File: src/rtl/mul_share_arbiter_pkg.sv
// Shared types and helpers for the multiplier-sharing arbiter: FSM states,
// parameter limits and the round-robin scan function.
package mul_pkg;

  localparam int unsigned MAX_REQ    = 4;
  localparam int unsigned MAX_SETTLE = 15;
  localparam int unsigned PTR_W      = 2;
  localparam int unsigned CNT_W      = 4;

  typedef enum logic [1:0] {
    IDLE,
    CALC,
    DONE
  } state_t;

  typedef struct packed {
    logic             found;
    logic [PTR_W-1:0] idx;
  } rr_pick_t;

  // Scan from ptr upward, wrapping at nreq; the first set bit wins.
  function automatic rr_pick_t rr_pick(input logic [MAX_REQ-1:0] valid,
                                       input logic [PTR_W-1:0]   ptr,
                                       input int unsigned        nreq);
    rr_pick_t         r;
    logic [PTR_W-1:0] i;
    r = '0;
    for (int unsigned k = 0; k < MAX_REQ; k++) begin
      i = PTR_W'((32'(ptr) + k) % nreq);
      if (k < nreq && !r.found && valid[i]) begin
        r.found = 1'b1;
        r.idx   = i;
      end
    end
    return r;
  endfunction

endpackage

File: src/rtl/mul_share_arbiter_if.sv
// Requester and result handshake bundle between the front-ends and the
// multiplier-sharing arbiter.
interface mul_share_arbiter_if #(
  parameter int unsigned N   = 5,
  parameter int unsigned REQ = 2,
  parameter int unsigned IDW = 2
) ();

  logic [REQ-1:0]   req_valid;
  logic [REQ*N-1:0] req_m;
  logic [REQ*N-1:0] req_q;
  logic [REQ-1:0]   req_ready;
  logic             res_valid;
  logic [2*N-1:0]   res_p;
  logic [IDW-1:0]   res_id;
  logic             res_ready;

  modport master (
    output req_valid, req_m, req_q, res_ready,
    input  req_ready, res_valid, res_p, res_id
  );

  modport slave (
    input  req_valid, req_m, req_q, res_ready,
    output req_ready, res_valid, res_p, res_id
  );

endinterface

File: src/rtl/mul_share_arbiter_rr_arbiter.sv
// Combinational round-robin picker: one-hot grant plus encoded winner index,
// starting the search at ptr.
module rr_arbiter
  import mul_pkg::*;
#(
  parameter int unsigned REQ = 2
) (
  input  logic [REQ-1:0]   req_valid,
  input  logic [PTR_W-1:0] ptr,
  output logic [REQ-1:0]   grant,
  output logic [PTR_W-1:0] idx,
  output logic             found
);

  logic [MAX_REQ-1:0] valid_ext;
  rr_pick_t           pick;

  always_comb begin
    valid_ext            = '0;
    valid_ext[REQ-1:0]   = req_valid;
    pick                 = rr_pick(valid_ext, ptr, REQ);
    found                = pick.found;
    idx                  = pick.idx;
    grant                = '0;
    for (int i = 0; i < REQ; i++) begin
      grant[i] = pick.found && (pick.idx == PTR_W'(i));
    end
  end

endmodule

File: src/rtl/mul_share_arbiter.sv
// Shares one external multiplier between REQ requesters: round-robin grant,
// operands held for SETTLE cycles, product returned with the owner's ID.
module mul_share_arbiter
  import mul_pkg::*;
#(
  parameter int unsigned N      = 5,
  parameter int unsigned REQ    = 2,
  parameter int unsigned SETTLE = 1,
  parameter int unsigned IDW    = 2
) (
  input  logic                clk,
  input  logic                rst_n,
  mul_share_arbiter_if.slave  bus,
  output logic [N-1:0]        mul_m,
  output logic [N-1:0]        mul_q,
  input  logic [2*N-1:0]      mul_p,
  output logic                busy
);

  state_t           state, state_nxt;
  logic [PTR_W-1:0] ptr, ptr_nxt, win_idx;
  logic [REQ-1:0]   grant;
  logic             found;
  logic [CNT_W-1:0] cnt;
  logic [N-1:0]     sel_m, sel_q;

  rr_arbiter #(.REQ(REQ)) u_rr (
    .req_valid (bus.req_valid),
    .ptr       (ptr),
    .grant     (grant),
    .idx       (win_idx),
    .found     (found)
  );

  always_comb begin
    sel_m = '0;
    sel_q = '0;
    for (int i = 0; i < REQ; i++) begin
      if (win_idx == PTR_W'(i)) begin
        sel_m = bus.req_m[i*N +: N];
        sel_q = bus.req_q[i*N +: N];
      end
    end
  end

  // The pointer advances past the owner, whose index is already in res_id.
  always_comb begin
    ptr_nxt = '0;
    if (32'(bus.res_id) + 1 < REQ) ptr_nxt = PTR_W'(32'(bus.res_id) + 1);
  end

  always_ff @(posedge clk or negedge rst_n) begin
    if (!rst_n) state <= IDLE;
    else        state <= state_nxt;
  end

  // req_ready is gated by rst_n so it reads zero while reset is held.
  always_comb begin
    state_nxt     = state;
    bus.req_ready = '0;
    case (state)
      IDLE: begin
        if (found && rst_n) begin
          bus.req_ready = grant;
          state_nxt     = CALC;
        end
      end
      CALC: if (cnt == '0) state_nxt = DONE;
      DONE: if (bus.res_ready) state_nxt = IDLE;
      default: state_nxt = IDLE;
    endcase
  end

  always_ff @(posedge clk or negedge rst_n) begin
    if (!rst_n) begin
      ptr           <= '0;
      cnt           <= '0;
      mul_m         <= '0;
      mul_q         <= '0;
      bus.res_p     <= '0;
      bus.res_id    <= '0;
      bus.res_valid <= 1'b0;
    end else begin
      case (state)
        IDLE: begin
          if (found) begin
            mul_m      <= sel_m;
            mul_q      <= sel_q;
            bus.res_id <= IDW'(win_idx);
            cnt        <= CNT_W'(SETTLE - 1);
          end
        end
        CALC: begin
          if (cnt == '0) begin
            bus.res_p     <= mul_p;
            bus.res_valid <= 1'b1;
            ptr           <= ptr_nxt;
          end else begin
            cnt <= cnt - 1'b1;
          end
        end
        DONE: if (bus.res_ready) bus.res_valid <= 1'b0;
        default: ;
      endcase
    end
  end

  assign busy = (state != IDLE);

endmodule

File: src/flat_wrapper.sv
// flat-port wrapper written by rule: the top's interface ports become plain ports
module mul_share_arbiter_flat import mul_pkg::*;
#(
  parameter int unsigned N      = 5,
  parameter int unsigned REQ    = 2,
  parameter int unsigned SETTLE = 1,
  parameter int unsigned IDW    = 2
)
  (clk, rst_n, mul_m, mul_q, mul_p, busy, bus_req_valid, bus_req_m, bus_req_q, bus_res_ready, bus_req_ready, bus_res_valid, bus_res_p, bus_res_id);
  mul_share_arbiter_if #(.N(N), .REQ(REQ), .IDW(IDW)) bus_i ();
  input  logic clk;
  input  logic rst_n;
  output logic [N-1:0] mul_m;
  output logic [N-1:0] mul_q;
  input  logic [2*N-1:0] mul_p;
  output logic busy;
  input wire logic [$bits(bus_i.req_valid)-1:0] bus_req_valid;
  input wire logic [$bits(bus_i.req_m)-1:0] bus_req_m;
  input wire logic [$bits(bus_i.req_q)-1:0] bus_req_q;
  input wire logic [$bits(bus_i.res_ready)-1:0] bus_res_ready;
  output wire logic [$bits(bus_i.req_ready)-1:0] bus_req_ready;
  output wire logic [$bits(bus_i.res_valid)-1:0] bus_res_valid;
  output wire logic [$bits(bus_i.res_p)-1:0] bus_res_p;
  output wire logic [$bits(bus_i.res_id)-1:0] bus_res_id;
  assign bus_i.req_valid = bus_req_valid;
  assign bus_i.req_m = bus_req_m;
  assign bus_i.req_q = bus_req_q;
  assign bus_i.res_ready = bus_res_ready;
  assign bus_req_ready = bus_i.req_ready;
  assign bus_res_valid = bus_i.res_valid;
  assign bus_res_p = bus_i.res_p;
  assign bus_res_id = bus_i.res_id;
  mul_share_arbiter #(.N(N), .REQ(REQ), .SETTLE(SETTLE), .IDW(IDW)) u_core (.clk(clk), .rst_n(rst_n), .bus(bus_i), .mul_m(mul_m), .mul_q(mul_q), .mul_p(mul_p), .busy(busy));
endmodule
File: config.mk
export PLATFORM = sky130hd
export DESIGN_NAME = mul_share_arbiter_flat
export DESIGN_NICKNAME = d
export VERILOG_FILES = /design/src/rtl/mul_share_arbiter_pkg.sv /design/src/rtl/mul_share_arbiter_if.sv /design/src/rtl/mul_share_arbiter_rr_arbiter.sv /design/src/rtl/mul_share_arbiter.sv /design/src/flat_wrapper.sv
export SDC_FILE = /design/constraint.sdc
export NUM_CORES = 1
export LEC_CHECK = 0
export CAP_MARGIN = 20
export CORE_ASPECT_RATIO = 1.1
export CORE_MARGIN = 2
export CORE_UTILIZATION = 45
export DETAILED_ROUTE_END_ITERATION = 12
export PLACE_DENSITY = 0.83
export SLEW_MARGIN = 20
export SYNTH_ARGS = -nofsm -noshare
export SYNTH_HDL_FRONTEND = slang
export SYNTH_SLANG_ARGS = --single-unit
File: constraint.sdc
create_clock -name clk -period 4.1 [get_ports clk]
set_input_delay 0.615 -clock clk [delete_from_list [all_inputs] [get_ports clk]]
set_output_delay 0.615 -clock clk [all_outputs]
set_load 0.05 [all_outputs]
==> results.txt <==
* Critical Path Source Type: input port
- Hold-fix buffers at CTS: 0
- Entering global routing, the biggest net connects 31 pins.
- Summing every instance area after synthesis gives between 1000 and 1500 um^2.
- CTS H-Tree Depth: 2
- Final Hold Violating Endpoints: 0
- The number of nets in the synthesized netlist is between 150 and 200.
* Core region area: ~3000 um^2
- CTS tree: done
- Final worst clock skew: between 0.009 and 0.01 ns
- Crit-path slowest cell: clkdlybuf4s50_1
- Number of top-level pins: between 60 and 70
- Maximum fanout count along the critical path: 13
* Sum of negative setup slack: 0 ns
* Vias in the first global route: about 1200
- Result of the run: completed
- Hold Path Class: flip-flop to flip-flop
- Distinct cells, synth: 35
- Count of buffers from port buffering: 59
- Final slew viol count: 0
- Global routing used about 22% of the available tracks across all layers.
- Synthesized area per cell: roughly 11 um^2
* Maximum clock path buffer count: 2
- Based on the critical path, the design can be clocked at up to 0.2869 GHz.
- Nets: approximately 230
- Most used cell along the critical path: clkdlybuf4s50_1
- P&R area growth vs syn: 47.01%
- Starting Density: 46.42%
- The initial antenna violation count is 0.
* Setup WS pre-CTS: approximately 0.61 ns
- P_leak: ~0.91 nW
* Pin slew with the least headroom to its limit: 0.5281 ns
- On the critical path the largest part of the delay comes from buffers and inverters.
* First-pass GRT wire length: 5802 um
- DRC violation total after the first TritonRoute iteration: 47
- Via total after detailed routing: around 1300
- Clock Tree Root: clkbuf_4
- The signal on the critical path passes through clkdlybuf4s50_1 -> buf_4 -> or2_2 -> and2_1 -> and3_1 -> clkdlybuf4s50_1.
- Share of post-route cells with drive strength above 1: a little over an eighth
- The worst pin sits at a relative slew slack of around two thirds.
* Latest clock arrival within the worst-skew pair: ~0.35 ns
- Most common cell after layout, fill and taps aside: clkdlybuf4s50_1
- Util after Layout: about two thirds
* Post-detail-place hpwl: between 2000 and 3000 um
- DR pass1 iterations: 4
- Synth Warn #: 0
* Total power per unit cell area: a little under 800 nW/um^2
* Number of instances in the synthesized netlist: approximately 130
- TritonCTS created 5 clock buffers.
* Setup-failing EPs final: 0
* Share of synthesized area occupied by flip-flops and latches: about half
* Tcrit/Tclk final: about 85%
- Peak supply drop: about 0.53 mV
* Clock slew at the register clock pins of the worst setup and hold paths: 0.10 ns
- Across the run, the number of max-cap violations was 0.
- The critical path contains buffers and inverters numbering 3 combined.
- Ant. Diodes: 0
- Post-CTS timing repair inserted 0 buffers for setup.
* Routed Antenna Nets: 0
- GR Overflow Total: 0
* Setup crit end kind: output pin
* Delay contributed by the slowest stage of the critical path: slightly below 0.8 ns
- The floorplan has 21 rows.
- STA puts the critical path data required time at 3.48 ns.
- Commonest cells after routing, fill and taps aside: clkdlybuf4s50_1, dfrtp_1, a21oi_1, o21ai_0
* Startpoint-to-endpoint class of the critical path: input port to output pin
- Post-DR vias/cell: about 5.6
- Post-CTS repair changed the size of 0 cells.
- Tmin final: roughly 3.5 ns
- Die Wd: 57.23 um
- After detailed routing, the average wire length per cell comes to ~17 um.
- Arrival time at the worst endpoint: 2.87 ns
* Post-detailed-routing wire length: around 3800 um
- Post-synthesis sequential element count: 29
- Overall die height: 62.56 um
- The die covers between 3000 and 4000 um^2.
- Routability-driven placement finished with a final weighted congestion of around 0.94.
- After detailed routing, the number of remaining DRC violations is 0.
* Setup ws final: just over 0.6 ns
- Setup repair after global routing left no endpoint under its margin.
* Total clock sinks: 29
-- final cells by class --
cell class	instances	area, um^2
Tap cell	34	42.54
Clock inverter	3	17.52
Fill cell	239	959.7
Timing Repair Buffer	62	610.6
Clock buffer	5	37.54
Multi-Input combinational cell	86	601.8
Sequential cell	29	725.7
Inverter	7	26.28
-- cells by family (layout without fill, tap and decap cells) --
kind of cell / after synthesis / count (layout) / synth area share (%)
compound gates: 40 / 40 / 16.86
fa+ha+maj: 1 / 1 / 0.8919
buf+inv: 16 / 77 / 5.352
flops: 29 / 29 / 51.74
mux: 11 / 11 / 10.88
other cells: 1 / 1 / 0.2674
simple gates: 33 / 33 / 14.01
-- registers in the layout, summed over array words and instances (netlist names) --
register,cells
u_core.bus.res_valid,1
u_core.mul_q,5
u_core.bus.res_p,10
u_core.state,2
u_core.mul_m,5
u_core.cnt,4
u_core.ptr,1
u_core.bus.res_id,1
-- report_power, final --
part / internal, mW / total, mW / switching (mW)
Combinational: 0.337 / 0.925 / 0.588
Sequential: 0.401 / 0.489 / 0.0872
Clock: 0.0644 / 0.172 / 0.108
Total: 0.803 / 1.59 / 0.783
-- cell usage after synthesis --
library cell | number | area (um^2)
dfrtp_1 | 29 | 725.7
a21oi_1 | 12 | 60.06
o21ai_0 | 11 | 55.05
a31oi_1 | 10 | 62.56
nand3_1 | 10 | 50.05
mux2_4 | 8 | 120.1
inv_1 | 7 | 26.28
clkbuf_1 | 4 | 15.01
and3_1 | 3 | 18.77
buf_2 | 3 | 15.01
nand2_1 | 3 | 11.26
nor3_1 | 3 | 15.01
a211o_1 | 2 | 17.52
and2_1 | 2 | 12.51
mux2_2 | 2 | 22.52
nand2b_1 | 2 | 12.51
nor2_1 | 2 | 7.510
a221o_1 | 1 | 10.01
a31o_2 | 1 | 8.760
buf_4 | 1 | 7.510
buf_6 | 1 | 11.26
conb_1 | 1 | 3.750
ha_1 | 1 | 12.51
mux2i_1 | 1 | 10.01
nand3_2 | 1 | 10.01
nand3b_1 | 1 | 7.510
nor2b_1 | 1 | 6.260
nor3b_1 | 1 | 7.510
nor3b_4 | 1 | 18.77
nor4_1 | 1 | 6.260
o22ai_1 | 1 | 6.260
o2bb2ai_1 | 1 | 8.760
o31ai_1 | 1 | 7.510
or2_2 | 1 | 6.260
or3_1 | 1 | 6.260
-- metal layers --
layer	global-route usage [%]	up-vias	routed length, um
met1	22.91	614	1423
met2	38.22	63	1969
met3	7.660	8	314
li1	-	590	-
met4	8.430	0	56
met5	0	-	0
-- per-stage QoR --
| step | power (mW) | hold slack [ns] | std cells | area, um^2 |
|---|---|---|---|---|
| 6_report | 1.586 | 0.4971 | 226 | 2062 |
| 5_1_grt | 1.650 | 0.5135 | 226 | 2062 |
| 4_1_cts | 1.591 | 0.5009 | 226 | 2062 |
| 3_5_place_dp | 1.418 | 0.4639 | 218 | 2007 |
| 3_3_place_gp | 1.387 | 0.4700 | 218 | 2007 |
| 2_1_floorplan | 1.086 | 0.3194 | 131 | 1403 |
-- path summary, 6_finish.rpt --
check / from / endpoint / slack [ns] / depth (start not counted)
max: bus_req_valid[1] / bus_req_ready[0] / 0.61 / 6
min: u_core.bus.res_id[0]$_DFFE_PN0P_ / u_core.ptr[0]$_DFFE_PN0P_ / 0.50 / 1
max reg2reg: u_core.cnt[0]$_DFFE_PN0P_ / u_core.bus.res_p[4]$_DFFE_PN0P_ / 2.10 / 5
min reg2reg: u_core.bus.res_id[0]$_DFFE_PN0P_ / u_core.ptr[0]$_DFFE_PN0P_ / 0.50 / 1
max in group asynchronous: rst_n / u_core.mul_m[3]$_DFFE_PN0P_ / 3.11 / 2
min in group asynchronous: rst_n / u_core.bus.res_p[0]$_DFFE_PN0P_ / 0.72 / 2
Power figures use the tool's default switching activity.
